$ cat src/rtl/mgmt_wb_arb_pkg.sv
// Shared constants for the mgmt_wb_arbiter slice: FSM encoding, master indices,
// default forced-completion read data.
package mgmt_wb_arb_pkg;

  localparam logic [2:0] ST_IDLE  = 3'd0;
  localparam logic [2:0] ST_GNT0  = 3'd1;
  localparam logic [2:0] ST_GNT1  = 3'd2;
  localparam logic [2:0] ST_TOUT0 = 3'd3;
  localparam logic [2:0] ST_TOUT1 = 3'd4;

  localparam logic M0 = 1'b0;
  localparam logic M1 = 1'b1;

  localparam logic [31:0] TIMEOUT_DATA_DEFAULT = 32'hDEAD_BEEF;

  // One-hot grant owned by a state; a TOUT cycle still belongs to its master.
  function automatic logic [1:0] grant_of(input logic [2:0] st);
    case (st)
      ST_GNT0, ST_TOUT0: grant_of = 2'b01;
      ST_GNT1, ST_TOUT1: grant_of = 2'b10;
      default:           grant_of = 2'b00;
    endcase
  endfunction

endpackage

$ cat src/rtl/mgmt_wb_arbiter_if.sv
// Classic Wishbone bus bundle used for both master-side and slave-side ports
// of mgmt_wb_arbiter.
interface mgmt_wb_arbiter_if;
  // Handshake: a transfer is offered while cyc&stb are high (valid) and completes
  // on the cycle ack is high (ready); the initiator holds we/sel/adr/dat_w stable
  // until that cycle, and cyc may stay high across several transfers (lock).
  logic        cyc;
  logic        stb;
  logic        we;
  logic [3:0]  sel;
  logic [31:0] adr;
  logic [31:0] dat_w;
  logic        ack;
  logic [31:0] dat_r;

  modport master (output cyc, stb, we, sel, adr, dat_w, input ack, dat_r);
  modport slave  (input cyc, stb, we, sel, adr, dat_w, output ack, dat_r);
endinterface

$ cat src/rtl/mgmt_wb_arb_timer.sv
// Saturating watchdog counter: counts while en, clears on clr, and flags the
// cycle whose count step reaches LIMIT.
module mgmt_wb_arb_timer #(
  parameter int W     = 8,
  parameter int LIMIT = 255
) (
  input  logic clk,
  input  logic rst_n,
  input  logic en,
  input  logic clr,
  output logic hit
);

  logic [W-1:0] count;

  always_ff @(posedge clk or negedge rst_n) begin
    if (!rst_n) begin
      count <= '0;
    end else if (clr) begin
      count <= '0;
    end else if (en && (count != {W{1'b1}})) begin
      count <= count + 1'b1;
    end
  end

  // hit fires during the LIMIT-th counted cycle so the FSM moves on the next edge.
  assign hit = en && (count == W'(LIMIT - 1));

endmodule

$ cat src/rtl/mgmt_wb_arbiter.sv
// Two-master / one-slave round-robin Wishbone arbiter for the user-project bus.
// Optional hung-transfer watchdog enabled by MGMT_WB_ARB_TIMEOUT_EN.
module mgmt_wb_arbiter
  import mgmt_wb_arb_pkg::*;
#(
  parameter int          TIMEOUT_CYCLES = 255,
  parameter int          TIMEOUT_W      = 8,
  parameter logic [31:0] TIMEOUT_DATA   = TIMEOUT_DATA_DEFAULT
) (
  input  logic                core_clk,
  input  logic                core_rstn,
  mgmt_wb_arbiter_if.slave    m0,
  mgmt_wb_arbiter_if.slave    m1,
  mgmt_wb_arbiter_if.master   s,
  output logic [1:0]          gnt_o,
  output logic                timeout_o,
  output logic [2:0]          state_o
);

  logic [2:0] state, state_nxt;
  logic       last_gnt, last_gnt_nxt;
  logic       wd_hit;

  always_ff @(posedge core_clk or negedge core_rstn) begin
    if (!core_rstn) begin
      state    <= ST_IDLE;
      last_gnt <= M1;
    end else begin
      state    <= state_nxt;
      last_gnt <= last_gnt_nxt;
    end
  end

  // Every grant returns through IDLE, so the tie-break always sees fresh requests.
  always_comb begin
    state_nxt    = state;
    last_gnt_nxt = last_gnt;
    case (state)
      ST_IDLE: begin
        if (m0.cyc && m1.cyc) state_nxt = (last_gnt == M0) ? ST_GNT1 : ST_GNT0;
        else if (m0.cyc)      state_nxt = ST_GNT0;
        else if (m1.cyc)      state_nxt = ST_GNT1;
      end
      ST_GNT0: begin
        if (!m0.cyc) begin
          state_nxt    = ST_IDLE;
          last_gnt_nxt = M0;
        end else if (wd_hit) begin
          state_nxt = ST_TOUT0;
        end
      end
      ST_GNT1: begin
        if (!m1.cyc) begin
          state_nxt    = ST_IDLE;
          last_gnt_nxt = M1;
        end else if (wd_hit) begin
          state_nxt = ST_TOUT1;
        end
      end
      ST_TOUT0: begin
        if (!m0.cyc) begin
          state_nxt    = ST_IDLE;
          last_gnt_nxt = M0;
        end else begin
          state_nxt = ST_GNT0;
        end
      end
      ST_TOUT1: begin
        if (!m1.cyc) begin
          state_nxt    = ST_IDLE;
          last_gnt_nxt = M1;
        end else begin
          state_nxt = ST_GNT1;
        end
      end
      default: state_nxt = ST_IDLE;
    endcase
  end

  logic        s_cyc_d, s_stb_d, s_we_d;
  logic [3:0]  s_sel_d;
  logic [31:0] s_adr_d, s_dat_d;
  logic        m0_ack_d, m1_ack_d;
  logic [31:0] m0_dat_d, m1_dat_d;

  // Zero-latency pass-through while granted; a TOUT cycle hides the slave entirely,
  // so a late s_ack_i in that cycle is dropped.
  always_comb begin
    s_cyc_d  = 1'b0;
    s_stb_d  = 1'b0;
    s_we_d   = 1'b0;
    s_sel_d  = '0;
    s_adr_d  = '0;
    s_dat_d  = '0;
    m0_ack_d = 1'b0;
    m1_ack_d = 1'b0;
    m0_dat_d = '0;
    m1_dat_d = '0;
    case (state)
      ST_GNT0: begin
        s_cyc_d  = m0.cyc;
        s_stb_d  = m0.stb;
        s_we_d   = m0.we;
        s_sel_d  = m0.sel;
        s_adr_d  = m0.adr;
        s_dat_d  = m0.dat_w;
        m0_ack_d = s.ack;
        m0_dat_d = s.dat_r;
      end
      ST_GNT1: begin
        s_cyc_d  = m1.cyc;
        s_stb_d  = m1.stb;
        s_we_d   = m1.we;
        s_sel_d  = m1.sel;
        s_adr_d  = m1.adr;
        s_dat_d  = m1.dat_w;
        m1_ack_d = s.ack;
        m1_dat_d = s.dat_r;
      end
      ST_TOUT0: begin
        m0_ack_d = 1'b1;
        m0_dat_d = TIMEOUT_DATA;
      end
      ST_TOUT1: begin
        m1_ack_d = 1'b1;
        m1_dat_d = TIMEOUT_DATA;
      end
      default: ;
    endcase
  end

  assign s.cyc   = s_cyc_d;
  assign s.stb   = s_stb_d;
  assign s.we    = s_we_d;
  assign s.sel   = s_sel_d;
  assign s.adr   = s_adr_d;
  assign s.dat_w = s_dat_d;
  assign m0.ack   = m0_ack_d;
  assign m0.dat_r = m0_dat_d;
  assign m1.ack   = m1_ack_d;
  assign m1.dat_r = m1_dat_d;

  assign gnt_o   = grant_of(state);
  assign state_o = state;

`ifdef MGMT_WB_ARB_TIMEOUT_EN
  logic wd_en;

  // Count only cycles where the granted master strobes and the slave stays silent.
  assign wd_en = (((state == ST_GNT0) && m0.stb) ||
                  ((state == ST_GNT1) && m1.stb)) && !s.ack;

  mgmt_wb_arb_timer #(
    .W     (TIMEOUT_W),
    .LIMIT (TIMEOUT_CYCLES)
  ) u_timer (
    .clk   (core_clk),
    .rst_n (core_rstn),
    .en    (wd_en),
    .clr   (!wd_en),
    .hit   (wd_hit)
  );

  assign timeout_o = (state == ST_TOUT0) || (state == ST_TOUT1);
`else
  assign wd_hit    = 1'b0;
  assign timeout_o = 1'b0;
`endif

endmodule

$ cat src/flat_wrapper.sv
// flat-port wrapper written by rule: the top's interface ports become plain ports
module mgmt_wb_arbiter_flat import mgmt_wb_arb_pkg::*;
#(
  parameter int          TIMEOUT_CYCLES = 255,
  parameter int          TIMEOUT_W      = 8,
  parameter logic [31:0] TIMEOUT_DATA   = TIMEOUT_DATA_DEFAULT
)
  (core_clk, core_rstn, gnt_o, timeout_o, state_o, m0_cyc, m0_stb, m0_we, m0_sel, m0_adr, m0_dat_w, m0_ack, m0_dat_r, m1_cyc, m1_stb, m1_we, m1_sel, m1_adr, m1_dat_w, m1_ack, m1_dat_r, s_cyc, s_stb, s_we, s_sel, s_adr, s_dat_w, s_ack, s_dat_r);
  mgmt_wb_arbiter_if m0_i ();
  mgmt_wb_arbiter_if m1_i ();
  mgmt_wb_arbiter_if s_i ();
  input  logic core_clk;
  input  logic core_rstn;
  output logic [1:0] gnt_o;
  output logic timeout_o;
  output logic [2:0] state_o;
  input wire logic [$bits(m0_i.cyc)-1:0] m0_cyc;
  input wire logic [$bits(m0_i.stb)-1:0] m0_stb;
  input wire logic [$bits(m0_i.we)-1:0] m0_we;
  input wire logic [$bits(m0_i.sel)-1:0] m0_sel;
  input wire logic [$bits(m0_i.adr)-1:0] m0_adr;
  input wire logic [$bits(m0_i.dat_w)-1:0] m0_dat_w;
  output wire logic [$bits(m0_i.ack)-1:0] m0_ack;
  output wire logic [$bits(m0_i.dat_r)-1:0] m0_dat_r;
  input wire logic [$bits(m1_i.cyc)-1:0] m1_cyc;
  input wire logic [$bits(m1_i.stb)-1:0] m1_stb;
  input wire logic [$bits(m1_i.we)-1:0] m1_we;
  input wire logic [$bits(m1_i.sel)-1:0] m1_sel;
  input wire logic [$bits(m1_i.adr)-1:0] m1_adr;
  input wire logic [$bits(m1_i.dat_w)-1:0] m1_dat_w;
  output wire logic [$bits(m1_i.ack)-1:0] m1_ack;
  output wire logic [$bits(m1_i.dat_r)-1:0] m1_dat_r;
  output wire logic [$bits(s_i.cyc)-1:0] s_cyc;
  output wire logic [$bits(s_i.stb)-1:0] s_stb;
  output wire logic [$bits(s_i.we)-1:0] s_we;
  output wire logic [$bits(s_i.sel)-1:0] s_sel;
  output wire logic [$bits(s_i.adr)-1:0] s_adr;
  output wire logic [$bits(s_i.dat_w)-1:0] s_dat_w;
  input wire logic [$bits(s_i.ack)-1:0] s_ack;
  input wire logic [$bits(s_i.dat_r)-1:0] s_dat_r;
  assign m0_i.cyc = m0_cyc;
  assign m0_i.stb = m0_stb;
  assign m0_i.we = m0_we;
  assign m0_i.sel = m0_sel;
  assign m0_i.adr = m0_adr;
  assign m0_i.dat_w = m0_dat_w;
  assign m0_ack = m0_i.ack;
  assign m0_dat_r = m0_i.dat_r;
  assign m1_i.cyc = m1_cyc;
  assign m1_i.stb = m1_stb;
  assign m1_i.we = m1_we;
  assign m1_i.sel = m1_sel;
  assign m1_i.adr = m1_adr;
  assign m1_i.dat_w = m1_dat_w;
  assign m1_ack = m1_i.ack;
  assign m1_dat_r = m1_i.dat_r;
  assign s_cyc = s_i.cyc;
  assign s_stb = s_i.stb;
  assign s_we = s_i.we;
  assign s_sel = s_i.sel;
  assign s_adr = s_i.adr;
  assign s_dat_w = s_i.dat_w;
  assign s_i.ack = s_ack;
  assign s_i.dat_r = s_dat_r;
  mgmt_wb_arbiter #(.TIMEOUT_CYCLES(TIMEOUT_CYCLES), .TIMEOUT_W(TIMEOUT_W), .TIMEOUT_DATA(TIMEOUT_DATA)) u_core (.core_clk(core_clk), .core_rstn(core_rstn), .m0(m0_i), .m1(m1_i), .s(s_i), .gnt_o(gnt_o), .timeout_o(timeout_o), .state_o(state_o));
endmodule
$ cat config.mk
export PLATFORM = sky130hd
export DESIGN_NAME = mgmt_wb_arbiter_flat
export DESIGN_NICKNAME = d
export VERILOG_FILES = /design/src/rtl/mgmt_wb_arb_pkg.sv /design/src/rtl/mgmt_wb_arbiter_if.sv /design/src/rtl/mgmt_wb_arb_timer.sv /design/src/rtl/mgmt_wb_arbiter.sv /design/src/flat_wrapper.sv
export SDC_FILE = /design/constraint.sdc
export NUM_CORES = 1
export LEC_CHECK = 0
export BUFFER_PORTS_ARGS = -buffer_cell sky130_fd_sc_hd__buf_4
export CORE_AREA = 10 10 117 119
export CTS_BUF_LIST = sky130_fd_sc_hd__clkbuf_16
export DETAILED_ROUTE_END_ITERATION = 10
export DIE_AREA = 0 0 127 129
export PLACE_DENSITY_LB_ADDON = 0.15
export SYNTH_ARGS = -nofsm -noshare
export SYNTH_HDL_FRONTEND = slang
export SYNTH_SLANG_ARGS = --single-unit
$ cat constraint.sdc
create_clock -name core_clk -period 1.6 [get_ports core_clk]
set_clock_uncertainty 0.05 [all_clocks]
set_input_delay 0.32 -clock core_clk [delete_from_list [all_inputs] [get_ports core_clk]]
set_output_delay 0.32 -clock core_clk [all_outputs]
set_load 0.1 [all_outputs]
==> results.yml <==
cts:
  cts_buffers: 3
  cts_tree: "built"
  clockRootBuffer: "clkbuf_16"
  clk_path_buf_depth: 2
  clock_latency_ns: 0.22
  htreeDepth: 1
  clk_pin_slew_ns: 0.03
  clock_sinks: 3
yosys:
  synth.area.top_cells: "a22oi_1, nor2b_1, and2_1"
  yosysMostFrequentCell: "nor2b_1"
  synth_seq_cells: 3
  yosys_warnings: 0
  netlist_area_sq_um: 1843
  synth_top_cell_area_share_pct: 28.51
  async_flop_share_pct: 100.0
  ys_types: 24
  synth_cells: 270
  synth_common_cells: "nor2b_1, a22oi_1, and2_1, a21o_1, clkbuf_1"
  ys.flop_type: "dfrtp_1"
  synth_top_area_cell: "a22oi_1"
  avgSynthCellArea_sq_um: 6.826
  synth_edf_count: 0
  synth-seq-area-share_pct: 4.141
setup_path:
  timing.rr.start: "u_core.state_o[0]"
  worstPathArrival_ns: 1.83
  r2r_slack_ns: -0.16
  worst_r2r_path_depth: 4
  critPathKind: "register to output pin"
  required_ns: 1.23
  cp_max_fo: 6
  end_kind: "output pin"
  cp-start-kind: "register"
  r2r_end: "u_core.state_o[0]"
route:
  drt_wl_total_mm: 17.86
  vias: 3587
  drtAntennaViolNets: 0
  wire_per_inst_um: 23.84
  drt_iter0_drc: 122
  drcViolationCount: 0
  avgViaCountPerCell: 4.789
  drt_pre_antenna_iters: 5
placement:
  dp.cells: 718
  port_buffers: 317
  place_area_sq_um: 5361
  post-dp-hpwl_mm: 11.95
  pre_cts_slack_ns: -0.3599
  globalplace.congestion: 0.7324
global_routing:
  grt_pass1_wl_mm: 23.58
  globalRouteOverflowTotal: 0
  antenna_found_initial: 0
  grt_pass1_vias: 3839
  grtUsageTotal_pct: 18.11
  grt_start_max_net_pins: 37
power:
  peakVddDrop_uv: 1709
  cellPowerDensity_nw_per_um2: 2660
  leakagePower_nw: 3.342
  finalPower_mw: 20.62
die:
  fp.coreArea_sq_um: 11320
  die_w_um: 127
  initial_core_util_pct: 16.28
  rows: 39
  dieArea_sq_um: 16380
  fp.dieH_um: 129
  num_io_pins: 320
cells_and_area:
  area_growth_pct: 320.6
  design_area_sq_um: 7752
  antenna_cells: 0
  n_fill_cell: 788
  drive_gt1_share_pct: 90.92
  fin_util_pct: 68.48
  nNetsFinal: 789
  layout.cells.non_filler: 749
timing:
  hold_viol: 0
  grt_setup_unrepaired: "yes"
  setup_viol: 142
  finalMaxSlewViolations: 0
  max_freq_mhz: 453.6
  setup_slack_ns: -0.6044
  post-route-period-util_pct: 137.8
  min_period_ns: 2.204
worst_hold_path:
  hold_path_class: "input pin to asynchronous set/reset pin"
run_status:
  outcome: "complete, but fails checks"
  failed_checks: "negative setup slack"
job:
  maxCapViolations: 0
## critical path, stage by stage, from the launching register on
cell	delay (ns)
dfrtp_4	0.50
ha_4	0.19
buf_6	0.14
clkbuf_16	0.16
a22oi_1	0.35
nor2b_4	0.09
buf_12	0.18
## cells in the final DEF (no fill, tap or decap), types with 2 or more instances in the layout
cell,instances
buf_16,5
a21o_4,25
a22oi_1,41
and2_4,42
nor2b_4,56
ha_4,4
a21oi_1,2
nor2b_2,15
conb_1,2
buf_12,121
dfrtp_4,2
a22oi_2,29
inv_1,2
buf_6,9
buf_4,188
buf_8,35
clkbuf_16,11
## sequential cells by signal, indices dropped and copies added, names as in the netlist
signal and cells:
u_core.state_o 2, u_core.last_gnt 1
## report_power, final
part / leakage [nW] / total, mW / internal (mW) / switching, mW
combinational: 3.27 / 20.0 / 8.35 / 11.7
sequential: 0.0335 / 0.182 / 0.131 / 0.0515
clock: 0.0423 / 0.389 / 0.322 / 0.0668
total: 3.34 / 20.6 / 8.81 / 11.8
## kinds of logic after synthesis
logic type               count (synthesis)  synth area share [%]
flip-flops                               3                 4.142
adder cells (fa/ha/maj)                  5                 3.394
multiplexers                             2                 1.154
buffers and inverters                   40                 9.980
other                                    1                0.2035
AND/OR/NAND/NOR                        118                 39.99
AO/OA/AOI/OAI                          101                 41.14
## timing repair
item / in CTS / in global routing
pin swaps: 4 / 8
gates resized for setup: 399 / 32
cloned: 6 / 12
buffers inserted: 3 / 5
hold buffers: 1 / 0
endpoints found under the setup margin: 142 / 142
endpoints found under the hold margin: 3 / 0
## how the worst max path moves through the flow
stage | start | endpoint | slack [ns] | cells past startpoint
2_1_floorplan | u_core.state_o[0] | s_adr[0] | -1.00 | 6
3_3_place_gp | u_core.state_o[1] | m0_dat_r[10] | -0.34 | 6
3_5_place_dp | u_core.state_o[1] | m0_dat_r[16] | -0.36 | 6
4_1_cts | u_core.state_o[1] | s_adr[13] | -0.51 | 6
5_1_grt | u_core.state_o[0] | s_adr[7] | -0.65 | 7
6_report | u_core.state_o[1] | s_adr[7] | -0.60 | 6
## cell type report
type | count | area, sq um | share of cell area [%]
clock buffer | 3 | 75.07 | 0.9684
clock inverter | 1 | 3.754 | 0.04842
inverter | 3 | 18.77 | 0.2421
multi-input combinational | 228 | 2551 | 32.91
sequential | 3 | 83.83 | 1.081
tap | 143 | 178.9 | 2.308
timing repair buffer | 368 | 4841 | 62.44
## through the flow
stage	TNS (ns)	hold WS, ns
after floorplan	-77.73	-0.02557
after global placement	-40.05	0.06264
after detailed placement	-41.33	0.06497
after CTS	-63.60	0.4008
after global routing	-72.49	0.4287
final	-64.99	0.3893
## routing by layer
| layer | wire length [um] | track usage [%] |
|---|---|---|
| met5 | 0 | 0 |
| met1 | 5599 | 16.53 |
| met3 | 2015 | 8.172 |
| met2 | 9785 | 35.75 |
| met4 | 459 | 3.952 |
(Power assumes the default switching activity.)
